### src/rtl/seg7_pkg.sv
// seg7_pkg: active-high 7-segment glyph constants and a width helper
package seg7_pkg;
  localparam logic [6:0] SEG7_0 = 7'h3F;
  localparam logic [6:0] SEG7_1 = 7'h06;
  localparam logic [6:0] SEG7_2 = 7'h5B;
  localparam logic [6:0] SEG7_3 = 7'h4F;
  localparam logic [6:0] SEG7_4 = 7'h66;
  localparam logic [6:0] SEG7_5 = 7'h6D;
  localparam logic [6:0] SEG7_6 = 7'h7D;
  localparam logic [6:0] SEG7_7 = 7'h07;
  localparam logic [6:0] SEG7_8 = 7'h7F;
  localparam logic [6:0] SEG7_9 = 7'h6F;
  localparam logic [6:0] SEG7_A = 7'h77;
  localparam logic [6:0] SEG7_B = 7'h7C;
  localparam logic [6:0] SEG7_C = 7'h39;
  localparam logic [6:0] SEG7_D = 7'h5E;
  localparam logic [6:0] SEG7_E = 7'h79;
  localparam logic [6:0] SEG7_F = 7'h71;
  localparam logic [6:0] SEG7_OFF = 7'h00;
  // Never returns less than 1 so that counters for a range of 1 still get a bit.
  function automatic int clog2(input int n);
    int r;
    r = 1;
    while ((1 << r) < n) r++;
    return r;
  endfunction
endpackage

### src/rtl/seg7_glyph.sv
// seg7_glyph: hex nibble to active-high 7-segment glyph (bit0=a .. bit6=g)
//   nib   in  4  hex digit
//   glyph out 7  segment pattern, 1 = lit
module seg7_glyph
  import seg7_pkg::*;
(
  input  logic [3:0] nib,
  output logic [6:0] glyph
);
  always_comb begin
    case (nib)
      4'h0: glyph = SEG7_0;
      4'h1: glyph = SEG7_1;
      4'h2: glyph = SEG7_2;
      4'h3: glyph = SEG7_3;
      4'h4: glyph = SEG7_4;
      4'h5: glyph = SEG7_5;
      4'h6: glyph = SEG7_6;
      4'h7: glyph = SEG7_7;
      4'h8: glyph = SEG7_8;
      4'h9: glyph = SEG7_9;
      4'hA: glyph = SEG7_A;
      4'hB: glyph = SEG7_B;
      4'hC: glyph = SEG7_C;
      4'hD: glyph = SEG7_D;
      4'hE: glyph = SEG7_E;
      default: glyph = SEG7_F;
    endcase
  end
endmodule

### src/rtl/seg7_scan_driver.sv
// seg7_scan_driver: multiplexed N-digit hex 7-segment scanner with blanking, blink, dp and ghost guard
//   clk, rst_n              clock, async active-low reset
//   value, dp_in, load      display nibbles / decimal points, latched when load=1
//   lz_en, blink_mask       live leading-zero blanking enable and per-digit blink
//   seg, dp, an             registered segment, decimal point and digit-select pins
//   frame_done              1-clock pulse when the scan wraps back to digit 0
module seg7_scan_driver
  import seg7_pkg::*;
#(
  parameter int N_DIGITS   = 4,
  parameter int SCAN_DIV   = 50000,
  parameter int GUARD      = 2,
  parameter int BLINK_DIV  = 64,
  parameter int ACTIVE_LOW = 1
) (
  input  logic                  clk,
  input  logic                  rst_n,
  input  logic [4*N_DIGITS-1:0] value,
  input  logic [N_DIGITS-1:0]   dp_in,
  input  logic                  load,
  input  logic                  lz_en,
  input  logic [N_DIGITS-1:0]   blink_mask,
  output logic [6:0]            seg,
  output logic                  dp,
  output logic [N_DIGITS-1:0]   an,
  output logic                  frame_done
);
  localparam int DW = clog2(SCAN_DIV);
  localparam int IW = clog2(N_DIGITS);
  localparam int BW = clog2(BLINK_DIV);
  localparam logic [DW-1:0] DIV_LAST = DW'(SCAN_DIV - 1);
  localparam logic [IW-1:0] IDX_LAST = IW'(N_DIGITS - 1);
  localparam logic [BW-1:0] BLINK_LAST = BW'(BLINK_DIV - 1);
  localparam logic INV = ACTIVE_LOW != 0;
  logic [DW-1:0] div_cnt;
  logic [IW-1:0] idx;
  logic [BW-1:0] blink_cnt;
  logic blink_ph;
  logic [4*N_DIGITS-1:0] sh_val;
  logic [N_DIGITS-1:0] sh_dp, hi_zero, an_sel;
  logic [3:0] nib;
  logic [6:0] glyph;
  logic slot_end, frame_end, guard, blank, acc;
  assign slot_end = div_cnt == DIV_LAST;
  assign frame_end = slot_end && idx == IDX_LAST;
  assign guard = int'(div_cnt) < GUARD;
  assign nib = sh_val[4*idx +: 4];
  assign an_sel = N_DIGITS'(1) << idx;
  assign blank = (lz_en && idx != '0 && hi_zero[idx]) || (blink_mask[idx] && blink_ph);
  // hi_zero[i]: nibbles N_DIGITS-1 down to i are all zero
  always_comb begin
    hi_zero = '0;
    acc = 1'b1;
    for (int i = N_DIGITS - 1; i >= 0; i--) begin
      acc = acc && (sh_val[4*i +: 4] == 4'd0);
      hi_zero[i] = acc;
    end
  end
  seg7_glyph u_glyph (.nib(nib), .glyph(glyph));
  // Outputs are computed from the current counter/shadow state, so a load on the
  // slot-change edge is already visible when the new slot is first driven.
  always_ff @(posedge clk or negedge rst_n) begin
    if (!rst_n) begin
      div_cnt    <= '0;
      idx        <= '0;
      blink_cnt  <= '0;
      blink_ph   <= 1'b0;
      sh_val     <= '0;
      sh_dp      <= '0;
      an         <= {N_DIGITS{INV}};
      seg        <= {7{INV}};
      dp         <= INV;
      frame_done <= 1'b0;
    end else begin
      div_cnt <= slot_end ? '0 : div_cnt + 1'b1;
      if (slot_end) idx <= idx == IDX_LAST ? '0 : idx + 1'b1;
      if (frame_end) blink_cnt <= blink_cnt == BLINK_LAST ? '0 : blink_cnt + 1'b1;
      if (frame_end && blink_cnt == BLINK_LAST) blink_ph <= !blink_ph;
      if (load) begin
        sh_val <= value;
        sh_dp  <= dp_in;
      end
      frame_done <= frame_end;
      an  <= (guard ? '0 : an_sel) ^ {N_DIGITS{INV}};
      seg <= (guard || blank ? SEG7_OFF : glyph) ^ {7{INV}};
      dp  <= (!guard && sh_dp[idx] && !blank) ^ INV;
    end
  end
endmodule
### config.mk
export PLATFORM = sky130hd
export DESIGN_NAME = seg7_scan_driver
export DESIGN_NICKNAME = d
export VERILOG_FILES = /design/src/rtl/seg7_pkg.sv /design/src/rtl/seg7_glyph.sv /design/src/rtl/seg7_scan_driver.sv
export SDC_FILE = /design/constraint.sdc
export NUM_CORES = 1
export LEC_CHECK = 0
export ABC_AREA = 1
export ABC_CLOCK_PERIOD_IN_PS = 5000
export BUFFER_PORTS_ARGS = -buffer_cell sky130_fd_sc_hd__buf_2
export CAP_MARGIN = 20
export CORE_UTILIZATION = 35
export CTS_CLUSTER_SIZE = 24
export DETAILED_ROUTE_END_ITERATION = 8
export PLACE_DENSITY = 0.57
export SYNTH_ARGS = -nofsm -noshare
export SYNTH_HDL_FRONTEND = slang
export SYNTH_SLANG_ARGS = --single-unit
### constraint.sdc
create_clock -name clk -period 5 [get_ports clk]
set_input_delay 0.5 -clock clk [delete_from_list [all_inputs] [get_ports clk]]
set_output_delay 0.5 -clock clk [all_outputs]
set_load 0.01 [all_outputs]
* After elaboration in Yosys (flattened, before gate mapping)
Memories as Yosys holds them, arrays and structs flattened. Index checks and enable logic that the tools add are counted.
Storage, ports and cells: bits in registers 58, ROM bits 112, bits of input ports 28, output and inout port bits 13, word-level logic and storage cells 55, memories 1
Memory list:
- (no name shown) | words 16, bits a word 7, rd ports 1, clocked after Yosys merged registers in 0, wr ports 0, line seg7_glyph.sv:11 | case (nib)
Operators by class: add/sub/neg operators 3, order comparisons 2, equality and inequality tests 3, shift operators 2, mux-type cells 11, bitwise logic cells 3, reduce and logical (&&, ||, !) cells 20
Operators by type and width (count):
- $add 16x1->16 const B | 1
- $eq 16x16->1 const B | 1
- $logic_not 4->1 | 4
- $lt 16x2->1 const B | 1
- $mux 16 | 1
- $shiftx 16x5->4 | 1
- $logic_and 1x1->1 | 10
- $mux 7 | 1
- $not 7->7 | 1
- $add 6x1->6 const B | 1
- $bmux 1 s2 | 3
- $eq 6x6->1 const B | 1
- $mux 6 | 1
- $mux 4 | 1
- $not 4->4 | 1
- $shl 1x2->4 const A | 1
- $logic_not 1->1 | 3
- $lt 2x3->1 const B | 1
- $mux 1 | 3
- $add 2x1->2 const B | 1
- $eq 2x2->1 const B | 1
- $logic_or 1x1->1 | 2
- $mux 2 | 1
- $reduce_bool 2->1 | 1
- $not 1->1 | 1

* Longest topological paths before layout
Gate-level depths: netlist of run 1.
word-level depth 11, gate-level depth with buffers 14, gate-level depth less buffers 12

* By module
A second synthesis of run 1 with hierarchy kept.
Unflattened totals: cell total of the unflattened synthesis 403, area, all modules 3179.3 um^2
Modules (own cells, without submodules):
- seg7_scan_driver | times used 1, cells an instance 351, area an instance 2909.0 um^2, sequential area each 1466.4 um^2
- seg7_glyph | times used 1, cells an instance 52, area an instance 270.3 um^2, sequential area each 0.0 um^2

* Least setup slack after synthesis of run 1
No wires, ideal clock.
path type flip-flop to flip-flop, start register idx[0], end register seg[0], library setup time 0.080 ns, data arrival time 1.525 ns, required time 4.920 ns, setup slack 3.395 ns, stages on the path, launching flop included 14, buffers on the path 2, clock period less this slack 1.605 ns, cells stage by stage dfrtp_1 buf_6 inv_2 buf_6 nand2_1 nand3_1 nand2_2 ha_1 inv_1 nand3_1 nand3_1 nand2_1 inv_1 nand2_1
On the way: word-level cells in the longest chain between the ends 7, elaborated cells between the ends (all ways) 14, classes of those cells shift (1); mux (5); bitwise (1); reduce/logical (6); memory (1)
Ends and longest elaborated chain:
- start, declared | line seg7_scan_driver.sv:36 | logic [IW-1:0] idx;
- start signal, assigned | line seg7_scan_driver.sv:76 | if (slot_end) idx <= idx == IDX_LAST ? '0 : idx + 1'b1;
- branches (longest 5 deep; another with $mem_v2 16x7)
- $mux 7 * | line seg7_scan_driver.sv:85 | seg <= (guard || blank ? SEG7_OFF : glyph) ^ {7{INV}};
- $not 7->7 (no line) *
- end signal, assigned | line seg7_scan_driver.sv:71 | seg <= {7{INV}};
- end signal, assigned | line seg7_scan_driver.sv:85
- end, declared | line seg7_scan_driver.sv:23 | output logic [6:0] seg,
Every way passes the cells marked *. The select of a mux whose other input is x is not followed. A chain may end at the register's enable or synchronous reset.

* Worst setup path after layout of run 1
start register idx[0], end register seg[6]
The elaborated chain is that of the path after synthesis.

==> flow_metrics.tcl, run 1 <==
set metrics [dict create \
    run_status "finished, final reports clean" \
    cap_violations 0 \
    seq_power_share_pct 45.8 \
    synth-edff-count 0 \
    rsz0062_at_grt "no" \
    final_antenna_net_count 0 \
    p_per_area_nw_per_um2 304 \
    grt_overflow 0 \
    path_delay_family "flip-flops" \
    antenna_found_initial 0 \
    rows 34 \
    wl_per_cell_um 11.8 \
    arrival_ns 2.36 \
    antenna_cells 0 \
    yosysMostFrequentCell "nand2_1" \
    drc_errors 0 \
    hold_viol_final 0 \
    leakagePower_nw 1.87 \
    finalInstanceArea_um2 3690 \
    critical_path.cell_chain "inv_2 -> nand2_1 -> nand3_1 -> nand2_2 -> inv_1 -> ha_1 -> nand3_1 -> nand2_1 -> a21oi_1 -> nand2_1" \
    viasPerCell 4.67 \
    tightest_slew_ns 0.699 \
    irDropWorstVdd_v 0.000166 \
    first_global_vias 2468 \
    cts_hold_buf 0 \
    crit_path_top_delay_cell "dfrtp_1" \
    critPathRequiredTime_ns 5.26 \
    drive_above_1_share_pct 22.2 \
    path_common_cell "nand2_1" \
    p_sw_share_pct 25.1 \
    dpl-instance-area_um2 3460 \
    start_util_pct 36.5 \
    cpPeakStageDelay_ns 0.70 \
    htreeDepth 3 \
    slew_headroom_pct 53.4 \
    seqCellArea_um2 1470 \
    post-cts-setup-buffers 0 \
    finalSetupTns_ns 0 \
    max-clock-path-buffers 2 \
    hold_slack_ns 0.297 \
    p_int_mw 0.840 \
    timing.final.crit_share_pct 42.0 \
    ys_top_cells_by_area "dfrtp_1 36%, nand2_1 14%, dfstp_2 9.9%" \
    yosysSeqAreaShare_pct 45.9 \
    synth_area_per_cell_um2 8.05 \
    skew_ns 0.00915 \
    power_switching_mw 0.281 \
    drt_wl_total_um 6500 \
    netlist_area_um2 3200 \
    fp.coreArea_um2 8760 \
    final_nets 479 \
    setup_viol 0 \
    clkSinkCount 58 \
    grt_max_degree 59 \
    crit_start "idx[0]" \
    clk-insertion-delay-late_ns 0.34 \
    critPathKind "reg -> reg" \
    yosysWarningCount 0 \
    synthToLayoutAreaGrowth_pct 15.4 \
    die_w_um 97.6 \
    vias 2584 \
    gp_congestion 0.876 \
    ys_top_cells_by_count "120 x nand2_1, 48 x inv_1, 46 x dfrtp_1" \
    dieArea_um2 9520 \
    clockRootBuffer "clkbuf_8" \
    synth_top_area_share_pct 36.0 \
    comb_power_share_pct 10.1 \
    final_util_pct 42.1 \
    numCtsBuffers 9 \
    portBuffers 40 \
    synth_seq_cells 58 \
    critPathBufInv 2 \
    slew_viol_final 0 \
    yosysTopAreaCell "dfrtp_1" \
    multi_input_area_um2 1460 \
    crit_fanout 18 \
    synth.net_count 436 \
    synth_cell_types 36 \
    cts_tree "built" \
    design.portCount 41 \
    drtIter0Drc 100 \
    path_clk_slew_ns 0.07 \
    synthCells 397 \
    critPathCaptureType "flip-flop" \
    critPathLaunchType "flip-flop" \
    fillers 912 \
    fin_crit_ns 2.10 \
    synth_ff_type "dfrtp_1" \
    die_h_um 97.6 \
    firstDrtPassIters 4 \
    hp-class "in -> async" \
    ys_async_sr_fraction_pct 100 \
    dpl.hpwl_um 4730 \
    rr_startpoint "idx[0]" \
    pwr-share-clk_pct 44.0 \
    p_total_mw 1.12 \
    max_freq_mhz 476 \
    groute.usage.overall_pct 14.7 \
    cts.repair.resized 0 \
    grt_pass1_wl_um 11300 \
]
metal layers:
| metal | routed length [µm] | vias to the layer above | track usage (%) |
|---|---|---|---|
| met5 | 0 | - | 0 |
| met4 | 144 | 0 | 6.11 |
| met3 | 298 | 13 | 3.38 |
| met2 | 2830 | 53 | 22.5 |
| met1 | 3230 | 1178 | 20.0 |
| li1 | - | 1340 | - |
flip-flops by register name, indices dropped and copies added (netlist names):
register,count
div_cnt,16
sh_val,16
seg,7
blink_cnt,6
an,4
sh_dp,4
idx,2
blink_ph,1
dp,1
frame_done,1
final cells by class:
cell class | instances | share of cell area [%]
flip-flops and latches | 58 | 39.8
multi-input cells | 278 | 39.5
repair buffers | 41 | 5.63
inverters | 52 | 5.29
clock buffers | 10 | 3.73
well taps | 108 | 3.66
clock inverters | 6 | 2.44
metrics by stage:
stage / worst slack [ns] / cells
6_report: 2.90 / 553
5_1_grt: 2.65 / 553
4_1_cts: 2.90 / 553
3_5_place_dp: 2.95 / 537
3_3_place_gp: 3.06 / 537
2_1_floorplan: 3.40 / 397
layout by cell type, fill, tap and decap left out, types with 2 or more instances in the layout:
| cell | instances |
|---|---|
| bufinv_16 | 2 |
| nand3_1 | 29 |
| dfstp_2 | 12 |
| inv_1 | 48 |
| o21ai_1 | 5 |
| or2_2 | 2 |
| nor2_4 | 3 |
| dfrtp_1 | 46 |
| clkinvlp_4 | 4 |
| inv_2 | 3 |
| nand2_2 | 5 |
| nand4_1 | 5 |
| mux2_2 | 8 |
| nand2_1 | 120 |
| a21oi_1 | 5 |
| nand3b_1 | 2 |
| nand3_2 | 4 |
| buf_2 | 40 |
| nor2_2 | 2 |
| nor3_1 | 7 |
| nor2_1 | 33 |
| o21ai_0 | 20 |
| ha_1 | 11 |
| clkbuf_8 | 10 |
| xor2_1 | 8 |
power by group through the flow:
stage / registers (mW) / logic [mW] / clock network (mW)
after floorplan: 0.525 / 0.0646 / 0
after global placement: 0.523 / 0.114 / 0
after detailed placement: 0.523 / 0.115 / 0
after CTS: 0.514 / 0.116 / 0.507
after global routing: 0.517 / 0.131 / 0.529
final: 0.514 / 0.114 / 0.494
worst paths after layout:
path / endpoint / slack [ns] / cells after the start
setup / recovery: seg[6] / 2.90 / 10
hold / removal: frame_done / 0.30 / 2
setup reg to reg: seg[6] / 2.90 / 10
hold reg to reg: div_cnt[0] / 0.49 / 1
max in group asynchronous: blink_cnt[5] / 4.24 / 2
min in group clk: sh_val[10] / 0.37 / 3
cells by family after synthesis:
kind of cell | count (synthesis) | synth area share [%]
and+or+nand+nor | 216 | 30.4
buffers and inverters | 61 | 8.57
DFF | 58 | 45.9
AOI/OAI and AO/OA | 34 | 5.60
adders and majority gates | 11 | 4.31
xor gates and xnor gates | 9 | 2.47
muxes | 8 | 2.82
No activity file was read; power rests on OpenSTA's default activity.
==> run 2: changes to the inputs <==
ABC_AREA = 0   (was 1)
ABC_CLOCK_PERIOD_IN_PS = 2120   (was 5000)
clock period = 2.12 ns   (was 5 ns; I/O delays follow)
==> flow_metrics.tcl, run 2 <==
set metrics [dict create \
    critPathLaunchType "flip-flop" \
    dpl.hpwl_um 4120 \
    numCtsBuffers 9 \
    fp.coreArea_um2 7810 \
    critPathKind "reg -> reg" \
    vias 2059 \
    synth_top_area_share_pct 40.3 \
    ys_top_cells_by_count "46 x dfrtp_1, 22 x mux2_2, 19 x nand2_1" \
    ys_top_cells_by_area "dfrtp_1 40%, dfstp_2 11%, mux2_2 8.7%" \
    clockRootBuffer "clkbuf_8" \
    die_h_um 92.4 \
    yosysWarningCount 0 \
    portBuffers 40 \
    grt_overflow 0 \
    p_per_area_nw_per_um2 741 \
    drive_above_1_share_pct 37.7 \
    path_clk_slew_ns 0.07 \
    critPathRequiredTime_ns 2.37 \
    yosysSeqAreaShare_pct 51.3 \
    die_w_um 92.4 \
    finalSetupTns_ns 0 \
    synth_seq_cells 58 \
    setup_viol 0 \
    ys_async_sr_fraction_pct 100 \
    max_freq_mhz 511 \
    start_util_pct 36.6 \
    arrival_ns 2.20 \
    synth_area_per_cell_um2 11.7 \
    synth_ff_type "dfrtp_1" \
    synthCells 244 \
    max-clock-path-buffers 2 \
    drc_errors 0 \
    first_global_vias 1976 \
    synthToLayoutAreaGrowth_pct 23.8 \
    synth-edff-count 0 \
    drt_wl_total_um 5740 \
    run_status "finished, final reports clean" \
    final_cell_mix "45 x dfrtp_1, 40 x buf_2, 22 x mux2_2" \
    clk-insertion-delay-late_ns 0.34 \
    dieArea_um2 8530 \
    viasPerCell 5.00 \
    synth.net_count 283 \
    fin_ws_ns 0.164 \
    crit_fanout 5 \
    dp_slack_ns 0.0121 \
    yosysTopAreaCell "dfrtp_1" \
    antenna_found_initial 0 \
    final_common_cell "dfrtp_1" \
    gp_congestion 0.788 \
    critPathBufInv 1 \
    yosysMostFrequentCell "dfrtp_1" \
    slew_headroom_pct 57.2 \
    cap_violations 0 \
    grt_max_degree 33 \
    fin_crit_ns 1.96 \
    hp-class "in -> reg" \
    wl_per_cell_um 13.9 \
    path_delay_family "multiplexers" \
    hold_viol_final 0 \
    drtIter0Drc 99 \
    antenna_cells 0 \
    crit_start "idx[0]" \
    irDropWorstVdd_v 0.000384 \
    critPathCaptureType "flip-flop" \
    rr_startpoint "idx[0]" \
    critical_path.cell_chain "mux4_2 -> inv_1 -> ha_1 -> mux2i_1 -> a21oi_1 -> o32ai_1 -> o21ai_0" \
    clkSinkCount 58 \
    tightest_slew_ns 0.636 \
    design.portCount 41 \
    netlist_area_um2 2860 \
    firstDrtPassIters 4 \
    leakagePower_nw 1.57 \
    min_from "value[11]" \
    cts_tree "built" \
    cpPeakStageDelay_ns 0.58 \
    grt_pass1_wl_um 9840 \
    synth_cell_types 39 \
    rows 32 \
    final_nets 344 \
    htreeDepth 3 \
    timing.final.crit_share_pct 92.3 \
    skew_ns 0.0104 \
    crit_path_top_delay_cell "mux4_2" \
    largestRegisters "div_cnt (16), sh_val (16), seg (7)" \
    final_antenna_net_count 0 \
    groute.usage.overall_pct 15.2 \
    p_total_mw 2.62 \
    rsz0062_at_grt "no" \
    slew_viol_final 0 \
]
run 2: cell count changes after synthesis, moves of 8 or more:
cell     change
mux2_2      +14
mux2i_1      +8
inv_1       -38
nand3_1     -14
o21ai_0     -14
nor2_1      -19
nand2_1    -101
xnor2_1     +11
run 2: timing repair:
item / 4_1_cts / 5_1_grt
hold buffers: 1 / 0
buffers inserted: 0 / 2
pin swaps: 0 / 1
resized for setup: 1 / 5
setup endpoints to repair: 1 / 11
endpoints found under the hold margin: 25 / 0
run 2: tightest hold or removal path: stages:
cell and delay, ns:
buf_2 0.08, nand2_1 0.04, o21ai_0 0.06
run 2: path summary, 6_finish.rpt:
| kind | end | slack, ns | cells past startpoint |
|---|---|---|---|
| setup / recovery | seg[0] | 0.16 | 7 |
| hold / removal | sh_val[11] | 0.1 | 3 |
| setup reg to reg | seg[0] | 0.16 | 7 |
| hold reg to reg | blink_ph | 0.47 | 1 |
| max in group asynchronous | seg[0] | 1.03 | 3 |
| min in group asynchronous | blink_cnt[4] | 0.43 | 2 |
run 2: per-layer routing:
layer	track usage (%)	wire length, µm	vias to the layer above
met4	7.81	137	0
met5	0	0	-
met1	21.8	2890	1003
met3	3.53	247	11
met2	21.1	2460	48
li1	-	-	997
run 2: metrics by stage:
stage          util (%)  cell area [µm²]  hold slack [ns]  cells
3_3_place_gp       41.8             3270            0.273    393
4_1_cts            44.8             3500           0.0831    410
3_5_place_dp       41.8             3270            0.269    393
5_1_grt            45.3             3540           0.0911    412
2_1_floorplan         -             2860          -0.0836    244
6_report           45.3             3540           0.0960    412
run 2: kinds of logic after synthesis:
logic type	Yosys count	share of synthesized area, %
xor+xnor	19	5.82
simple gates	77	13.7
flops	58	51.3
fa+ha+maj	11	4.82
mux	35	15.4
buf+inv	17	2.58
compound gates	27	6.30
run 2: cell type report:
cell class / count / area, µm²
fill: 741 / 4270
tap: 102 / 128
clock inverter: 7 / 93.8
clock buffer: 9 / 124
timing repair buffer: 57 / 343
inverter: 10 / 37.5
sequential: 58 / 1470
multi-input combinational: 169 / 1350
run 2: report_power, final:
| group | switching, mW | internal, mW | total (mW) |
|---|---|---|---|
| combinational | 0.135 | 0.140 | 0.274 |
| sequential | 0.0421 | 1.19 | 1.23 |
| clock | 0.458 | 0.658 | 1.12 |
| total | 0.635 | 1.99 | 2.62 |
==> run 3: changes to the inputs <==
BUFFER_PORTS_ARGS = not set   (was -buffer_cell sky130_fd_sc_hd__buf_2)
DONT_BUFFER_PORTS = 1   (was not set)
PLACE_DENSITY = 0.53   (was 0.57)
==> flow_metrics.tcl, run 3 (synthesis gave the netlist of run 2 again) <==
set metrics [dict create \
    drt_wl_total_um 5950 \
    fillers 741 \
    viasPerCell 4.97 \
    hp-class "in -> reg" \
    gp_congestion 0.776 \
    fp.coreArea_um2 7810 \
    path_clk_slew_ns 0.07 \
    p_total_mw 2.52 \
    critPathLaunchType "flip-flop" \
    cpPeakStageDelay_ns 0.61 \
    instances_no_fill 384 \
    start_util_pct 36.6 \
    rows 32 \
    tightest_slew_ns 0.581 \
    cts_tree "built" \
    final_nets 315 \
    dpl-instance-area_um2 3050 \
    grt_pass1_wl_um 9600 \
    timing.final.crit_share_pct 93.0 \
    critPathKind "reg -> reg" \
    skew_ns 0.00743 \
    final_antenna_net_count 0 \
    firstDrtPassIters 4 \
    final_common_cell "dfrtp_1" \
    dp.cells 352 \
    finalSetupTns_ns 0 \
    fin_ws_ns 0.149 \
    drtIter0Drc 43 \
    grt_max_degree 59 \
    clockRootBuffer "clkbuf_8" \
    crit_fanout 6 \
    vias 1907 \
    dp_slack_ns 0.103 \
    largestRegisters "div_cnt (16), sh_val (16), seg (7)" \
    crit_path_top_delay_cell "mux4_2" \
    design.portCount 41 \
    dieArea_um2 8530 \
    drive_above_1_share_pct 26.0 \
    multi_input_area_um2 1320 \
    slew_viol_final 0 \
    leakagePower_nw 1.45 \
    groute.usage.overall_pct 14.7 \
    clk-insertion-delay-late_ns 0.34 \
    arrival_ns 2.23 \
    max-clock-path-buffers 2 \
    cap_violations 0 \
    synthToLayoutAreaGrowth_pct 19.8 \
    seqCellArea_um2 1470 \
    first_global_vias 1835 \
    critical_path.cell_chain "mux4_2 -> inv_1 -> ha_1 -> mux2i_1 -> a21oi_1 -> o32ai_1 -> o21ai_0" \
    slew_headroom_pct 60.9 \
    p_per_area_nw_per_um2 735 \
    hold_viol_final 0 \
    clkSinkCount 58 \
    die_w_um 92.4 \
    antenna_found_initial 1 \
    final_cell_mix "45 x dfrtp_1, 22 x mux2_2, 19 x nand2_1" \
    post-cts-setup-buffers 0 \
    drc_errors 0 \
    portBuffers 0 \
    finalInstanceArea_um2 3420 \
    htreeDepth 3 \
    critPathRequiredTime_ns 2.38 \
    dpl.hpwl_um 4120 \
    fin_crit_ns 1.97 \
    numCtsBuffers 9 \
    wl_per_cell_um 15.5 \
    run_status "finished, final reports clean" \
    grt_overflow 0 \
    max_freq_mhz 507 \
    setup_viol 0 \
    die_h_um 92.4 \
    irDropWorstVdd_v 0.000347 \
    critPathCaptureType "flip-flop" \
    rsz0062_at_grt "no" \
]
## run 3: cell types whose count changed in the layout (fill, tap and decap cells not counted), moves of 2 or more
cell / before / now
buf_2: 40 / 0
buf_4: 15 / 13
clkinv_2: 2 / 0
dlygate4sd3_1: 1 / 14
## run 3: where the power goes
part | internal [mW] | leakage (nW) | switching, mW
logic | 0.126 | 0.653 | 0.108
clock network | 0.549 | 0.0921 | 0.483
registers | 1.19 | 0.707 | 0.0617
total | 1.86 | 1.45 | 0.652
## run 3: stage by stage
stage	utilization [%]	hold WS [ns]
after floorplan	-	-0.0836
after global placement	39.0	-0.0812
after detailed placement	39.0	-0.0810
after CTS	42.4	0.00398
after global routing	43.8	0.0000379
final	43.8	0.0148
## run 3: timing repair
| item | 4_1_cts | 5_1_grt |
|---|---|---|
| setup endpoints to repair | 0 | 1 |
| gates resized for setup | 0 | 2 |
| hold endpoints to repair | 59 | 10 |
| hold buffers | 4 | 11 |
## run 3: path summary, 6_finish.rpt
kind                         startpoint           end  slack [ns]  depth (start not counted)
min in group asynchronous         rst_n  blink_cnt[2]        0.39                          2
setup reg to reg                 idx[0]        seg[0]        0.15                          7
setup / recovery                 idx[0]        seg[0]        0.15                          7
max in group asynchronous         rst_n        seg[4]        1.41                          2
hold / removal                 value[5]     sh_val[5]        0.01                          1
hold reg to reg            blink_cnt[4]  blink_cnt[4]        0.47                          1
## run 3: routing by layer
metal / track usage, % / wire (µm) / vias to the layer above / part of all wire, %
met5: 0 / 0 / - / 0
li1: - / - / 943 / -
met2: 19.4 / 2590 / 48 / 44
met1: 21.7 / 2970 / 907 / 50
met3: 5.42 / 303 / 9 / 5.1
met4: 4.95 / 83 / 0 / 1.4
## run 3: worst max-delay path, delay by kind of cell, from the launching register on
| family | cells | cell delay (ns) |
|---|---|---|
| flip-flops | 1 | 0.42 |
| AO/OA/AOI/OAI | 3 | 0.42 |
| multiplexers | 2 | 0.69 |
| buffers and inverters | 1 | 0.14 |
| adder cells (fa/ha/maj) | 1 | 0.21 |
## run 3: final cells by class
class                      count  share of cell area (%)
antenna                        1                  0.0731
clock buffer                   9                    3.62
clock inverter                 7                    2.30
inverter                      10                    1.10
multi-input combinational    169                    38.6
sequential                    58                    42.9
tap                          102                    3.73
timing repair buffer          28                    7.75
